--- src/rtl/calc_pkg.sv ---
// Shared types and default widths for the calc compute unit and its host sequencer.
package calc_pkg;
  localparam int CALC_DATA_W = 8;
  localparam int CALC_RES_W  = 16;

  typedef enum logic [1:0] {
    IDLE   = 2'd0,
    LAUNCH = 2'd1,
    WAIT   = 2'd2,
    HOLD   = 2'd3
  } calc_host_state_t;
endpackage

--- src/rtl/calc_host_seq_if.sv ---
// Operand stream, start/pronto handshake and result stream of the calc host sequencer.
// master = the sequencer (initiator), slave = upstream/compute unit/downstream side.
interface calc_host_seq_if
  import calc_pkg::*;
#(
  parameter int DATA_W = CALC_DATA_W,
  parameter int RES_W  = CALC_RES_W
);
  logic              in_valid;
  logic              in_ready;
  logic [DATA_W-1:0] in_x;
  logic [DATA_W-1:0] calc_x;
  logic              calc_start;
  logic              calc_pronto;
  logic [RES_W-1:0]  calc_result;
  logic              out_valid;
  logic              out_ready;
  logic [RES_W-1:0]  out_result;
  logic              out_err;
  logic              busy;

  modport master (
    input  in_valid, in_x, calc_pronto, calc_result, out_ready,
    output in_ready, calc_x, calc_start, out_valid, out_result, out_err, busy
  );

  modport slave (
    output in_valid, in_x, calc_pronto, calc_result, out_ready,
    input  in_ready, calc_x, calc_start, out_valid, out_result, out_err, busy
  );
endinterface

--- src/rtl/calc_wait_timer.sv ---
// WAIT-phase bookkeeping: saturating cycle counter and the pronto arm flag.
// Used only when CALC_HOST_TIMEOUT_EN is defined.
module calc_wait_timer #(
  parameter int TIMEOUT = 64
) (
  input  logic clk,
  input  logic rst,
  input  logic clear_i,
  input  logic en_i,
  input  logic pronto_i,
  output logic armed_o,
  output logic expired_o
);
  localparam int CNT_W = (TIMEOUT > 1) ? $clog2(TIMEOUT) : 1;
  localparam logic [CNT_W-1:0] LAST = CNT_W'(TIMEOUT - 1);

  logic [CNT_W-1:0] cnt_q;
  logic             armed_q;

  always_ff @(posedge clk) begin
    if (rst) begin
      cnt_q   <= '0;
      armed_q <= 1'b0;
    end else if (clear_i) begin
      cnt_q   <= '0;
      armed_q <= 1'b0;
    end else if (en_i) begin
      // a low pronto proves the previous job's done level has dropped
      if (!pronto_i) armed_q <= 1'b1;
      if (cnt_q != LAST) cnt_q <= cnt_q + 1'b1;
    end
  end

  assign armed_o   = armed_q;
  assign expired_o = en_i && (cnt_q == LAST);
endmodule

--- src/rtl/calc_host_seq.sv ---
// Host sequencer: accepts an operand, pulses calc_start, waits for a fresh pronto,
// then holds the result for downstream. CALC_HOST_TIMEOUT_EN enables the WAIT abort.
module calc_host_seq
  import calc_pkg::*;
#(
  parameter int DATA_W  = CALC_DATA_W,
  parameter int RES_W   = CALC_RES_W,
  parameter int TIMEOUT = 64
) (
  input  logic            clk,
  input  logic            rst,
  calc_host_seq_if.master bus
);
  calc_host_state_t  state_q;
  logic [DATA_W-1:0] x_q;
  logic [RES_W-1:0]  res_q;
  logic              armed;
  logic              take;

`ifdef CALC_HOST_TIMEOUT_EN
  logic err_q;
  logic expired;

  calc_wait_timer #(.TIMEOUT(TIMEOUT)) u_timer (
    .clk       (clk),
    .rst       (rst),
    .clear_i   (state_q == LAUNCH),
    .en_i      (state_q == WAIT),
    .pronto_i  (bus.calc_pronto),
    .armed_o   (armed),
    .expired_o (expired)
  );
`else
  logic armed_q;
  assign armed = armed_q;
`endif

  assign take = armed && bus.calc_pronto;

  always_ff @(posedge clk) begin
    if (rst) begin
      state_q <= IDLE;
      x_q     <= '0;
      res_q   <= '0;
`ifdef CALC_HOST_TIMEOUT_EN
      err_q   <= 1'b0;
`else
      armed_q <= 1'b0;
`endif
    end else begin
      case (state_q)
        IDLE: if (bus.in_valid) begin
          x_q     <= bus.in_x;
          state_q <= LAUNCH;
        end
        LAUNCH: begin
`ifndef CALC_HOST_TIMEOUT_EN
          armed_q <= 1'b0;
`endif
          state_q <= WAIT;
        end
        WAIT: begin
`ifndef CALC_HOST_TIMEOUT_EN
          if (!bus.calc_pronto) armed_q <= 1'b1;
`endif
          if (take) begin
            res_q   <= bus.calc_result;
`ifdef CALC_HOST_TIMEOUT_EN
            err_q   <= 1'b0;
`endif
            state_q <= HOLD;
          end
`ifdef CALC_HOST_TIMEOUT_EN
          else if (expired) begin
            res_q   <= '0;
            err_q   <= 1'b1;
            state_q <= HOLD;
          end
`endif
        end
        HOLD: if (bus.out_ready) state_q <= IDLE;
        default: state_q <= IDLE;
      endcase
    end
  end

  // handshake outputs are forced quiet for the whole reset cycle
  assign bus.in_ready   = !rst && (state_q == IDLE);
  assign bus.calc_start = !rst && (state_q == LAUNCH);
  assign bus.out_valid  = !rst && (state_q == HOLD);
  assign bus.busy       = !rst && (state_q != IDLE);
  assign bus.calc_x     = x_q;
  assign bus.out_result = res_q;
`ifdef CALC_HOST_TIMEOUT_EN
  assign bus.out_err    = err_q;
`else
  assign bus.out_err    = 1'b0;
`endif
endmodule

--- src/flat_wrapper.sv ---
// flat-port wrapper written by rule: the top's interface ports become plain ports
module calc_host_seq_flat import calc_pkg::*;
#(
  parameter int DATA_W  = CALC_DATA_W,
  parameter int RES_W   = CALC_RES_W,
  parameter int TIMEOUT = 64
)
  (clk, rst, bus_in_valid, bus_in_x, bus_calc_pronto, bus_calc_result, bus_out_ready, bus_in_ready, bus_calc_x, bus_calc_start, bus_out_valid, bus_out_result, bus_out_err, bus_busy);
  calc_host_seq_if #(.DATA_W(DATA_W), .RES_W(RES_W)) bus_i ();
  input  logic clk;
  input  logic rst;
  input wire logic [$bits(bus_i.in_valid)-1:0] bus_in_valid;
  input wire logic [$bits(bus_i.in_x)-1:0] bus_in_x;
  input wire logic [$bits(bus_i.calc_pronto)-1:0] bus_calc_pronto;
  input wire logic [$bits(bus_i.calc_result)-1:0] bus_calc_result;
  input wire logic [$bits(bus_i.out_ready)-1:0] bus_out_ready;
  output wire logic [$bits(bus_i.in_ready)-1:0] bus_in_ready;
  output wire logic [$bits(bus_i.calc_x)-1:0] bus_calc_x;
  output wire logic [$bits(bus_i.calc_start)-1:0] bus_calc_start;
  output wire logic [$bits(bus_i.out_valid)-1:0] bus_out_valid;
  output wire logic [$bits(bus_i.out_result)-1:0] bus_out_result;
  output wire logic [$bits(bus_i.out_err)-1:0] bus_out_err;
  output wire logic [$bits(bus_i.busy)-1:0] bus_busy;
  assign bus_i.in_valid = bus_in_valid;
  assign bus_i.in_x = bus_in_x;
  assign bus_i.calc_pronto = bus_calc_pronto;
  assign bus_i.calc_result = bus_calc_result;
  assign bus_i.out_ready = bus_out_ready;
  assign bus_in_ready = bus_i.in_ready;
  assign bus_calc_x = bus_i.calc_x;
  assign bus_calc_start = bus_i.calc_start;
  assign bus_out_valid = bus_i.out_valid;
  assign bus_out_result = bus_i.out_result;
  assign bus_out_err = bus_i.out_err;
  assign bus_busy = bus_i.busy;
  calc_host_seq #(.DATA_W(DATA_W), .RES_W(RES_W), .TIMEOUT(TIMEOUT)) u_core (.clk(clk), .rst(rst), .bus(bus_i));
endmodule
--- config.mk ---
export PLATFORM = sky130hd
export DESIGN_NAME = calc_host_seq_flat
export DESIGN_NICKNAME = d
export VERILOG_FILES = /design/src/rtl/calc_pkg.sv /design/src/rtl/calc_host_seq_if.sv /design/src/rtl/calc_wait_timer.sv /design/src/rtl/calc_host_seq.sv /design/src/flat_wrapper.sv
export SDC_FILE = /design/constraint.sdc
export NUM_CORES = 1
export LEC_CHECK = 0
export ABC_CLOCK_PERIOD_IN_PS = 1650
export CAP_MARGIN = 30
export CORE_MARGIN = 10
export CORE_UTILIZATION = 39
export DETAILED_ROUTE_END_ITERATION = 10
export PLACE_DENSITY = 0.79
export SLEW_MARGIN = 20
export SYNTH_ARGS = -nofsm -noshare
export SYNTH_HDL_FRONTEND = slang
export SYNTH_HIERARCHICAL = 1
export SYNTH_SLANG_ARGS = --single-unit
--- constraint.sdc ---
create_clock -name clk -period 1.65 [get_ports clk]
set_input_delay 0.33 -clock clk [delete_from_list [all_inputs] [get_ports clk]]
set_output_delay 0.33 -clock clk [all_outputs]
set_load 0.01 [all_outputs]
==> metrics.txt <==
Critical Path End Type output port; Pins Over Slew Limit 0; drt pass-1 iters 4; share of cells above drive strength 1 18.37%; Worst Path Required 1.32 ns; final worst path period need 1.571 ns; commonest non-fill, non-tap cell in the layout clkdlybuf4s50_1; Total GRT Usage 11.93%; Worst VDD drop 518.7 uV; commonest cells after routing, fill and taps aside 52 x clkdlybuf4s50_1, 37 x nand2_1, 25 x dfxtp_1; flop2flop setup slack 0.30 ns; Synth Warn # 6; Starting Density 41.61%; WL/cell 14.78 um; crit share post-route 95.24%; outcome complete, no violations; clock sinks 27; # port buffers 56; Distinct cells, synth 26; Synth top area share 46.30%; final hold violation count 0; vias in the first global route 1141; CTS clk-pin slew, worst paths 0.14 ns; die width 74.71 um; TritonCTS clock tree built; total CTS buffers 3; R2R depth 5; hold path depth 2; Setup violations, final 0; Synth Register Bits 27; HPWL after DPL 2776 um; routed wire length 3354 um; final hold slack 0.4655 ns; crit path to bus_calc_start; Ports 58; critical setup path kind reg2out; H-tree lvl count 1; first-pass GRT wire length 5347 um; Mapped Nets 171; total grt overflow 0; initial antenna violation count 0; final net count 231; largest net degree at the start of global routing 21; vias 1080; floorplan core area 0.002805 mm2; crit path DAT 1.24 ns; crit path launch type flop; Initial DRC Count 31; top cells by area, synth dfxtp_1 46%, nand2_1 12%, a21oi_2 7.5%, a21oi_1 6.4%, ha_1 5.4%; die area 0.005582 mm2; Static Leak 0.6436 nW; DP Worst Slack -0.2332 ns; FF-to-FF End u_core/state_q[0]; Crit Reg-Reg Startpoint u_core/state_q[0]; CTS root buf clkbuf_4; worst clock skew 0.009347 ns; Placer Congestion 0.7819; Max-cap violations 0; part of the Yosys area used for sequential elements 46.30%; Remaining DRCs 0; diodes inserted 0; Mapped Area 0.001167 mm2; critical-path maximum fanout 3; die height 74.71 um; worst setup margin 0.07853 ns; post-synth top area cell dfxtp_1; clk_lat worst skew 0.31 ns; Fmax achieved 636.3 MHz; unrepaired setup endpoints after global routing no; clk buf depth 2; syn avg cell area 8.521 um2; TNS Setup 0 ns; Post-DRT Antenna Nets 0; Via density 4.758; pwr/cell area 936.8 mW/mm2; Post-Syn Instances 137; Placement Rows 19; Area growth, synth to finish 52.09%; hold crit path type reg2reg; crit path from u_core/state_q[0]
[worst max-delay path: stages, from the launching register on]
cell	delay, ns
dfxtp_2	0.36
buf_4	0.13
ha_1	0.18
inv_1	0.07
nor2_1	0.04
buf_2	0.14
[sequential cells by signal, indices dropped and copies added (netlist names)]
name                   flops
u_core/bus.out_result     16
u_core/bus.calc_x          8
u_core/state_q             2
u_core/armed               1
[report_power, final]
| group | total [mW] | switching, mW | internal [mW] |
|---|---|---|---|
| Sequential | 0.766 | 0.0445 | 0.722 |
| Clock | 0.275 | 0.181 | 0.0943 |
| Combinational | 0.622 | 0.299 | 0.323 |
[worst min-delay path by stage]
stage | startpoint | endpoint | slack, ns
6_report | u_core/bus.calc_x[7] | u_core/bus.calc_x[7] | 0.47
5_1_grt | u_core/bus.calc_x[7] | u_core/bus.calc_x[7] | 0.49
4_1_cts | u_core/bus.calc_x[7] | u_core/bus.calc_x[7] | 0.47
3_5_place_dp | u_core/bus.calc_x[7] | u_core/bus.calc_x[7] | 0.45
3_3_place_gp | u_core/bus.out_result[0] | u_core/bus.out_result[0] | 0.44
2_1_floorplan | bus_calc_result[13] | u_core/bus.out_result[13] | 0.46
[cell type report]
type                       count  area [um2]
timing repair buffer          64       600.6
tap                           31       38.79
inverter                       3       11.26
fill                         257        1030
sequential                    27       545.5
clock buffer                   4       26.28
multi-input combinational     98       553.0
[cells in the mapped netlist, drive strengths merged]
master	instances
o21ai	1
inv	3
ha	5
a21bo	1
nand2	41
clkbuf	1
nand2b	4
nand3	9
conb	1
nor2	3
a31oi	1
o21a	1
and3	2
nor2b	2
mux2i	1
dfxtp	27
buf	8
or2b	1
a21oi	25
[logic make-up (layout without fill, tap and decap cells)]
| family | Yosys count | in the layout | share of synthesized area (%) |
|---|---|---|---|
| and+or+nand+nor | 62 | 62 | 24.22 |
| AOI/OAI and AO/OA | 29 | 29 | 16.40 |
| DFF | 27 | 27 | 46.30 |
| buffers and inverters | 12 | 71 | 6.538 |
| adders and majority gates | 5 | 5 | 5.359 |
| other | 1 | 1 | 0.3212 |
| muxes | 1 | 1 | 0.8575 |
[stage by stage]
stage	util [%]	area, um2	total power, mW	std cells
global route	63.29	1775	1.788	227
finish	63.29	1775	1.663	227
global placement	62.53	1754	1.369	222
floorplan	-	1167	1.110	137
CTS	63.74	1788	1.689	227
detailed placement	62.53	1754	1.400	222
[repair_timing]
item                       4_1_cts  5_1_grt
cloned                           0        0
resized for setup               15        5
setup endpoints to repair        4        3
hold buffers                     0        0
setup buffers                    1        0
[per-layer routing]
metal | vias up | global-route usage (%) | part of all wire, %
met5 | - | 0 | 0
met3 | 4 | 5.388 | 9.4
met2 | 29 | 22.57 | 53
met1 | 485 | 11.31 | 37
met4 | 0 | 3.571 | 0.75
li1 | 562 | - | -
No activity file was read; power rests on OpenSTA's default activity.
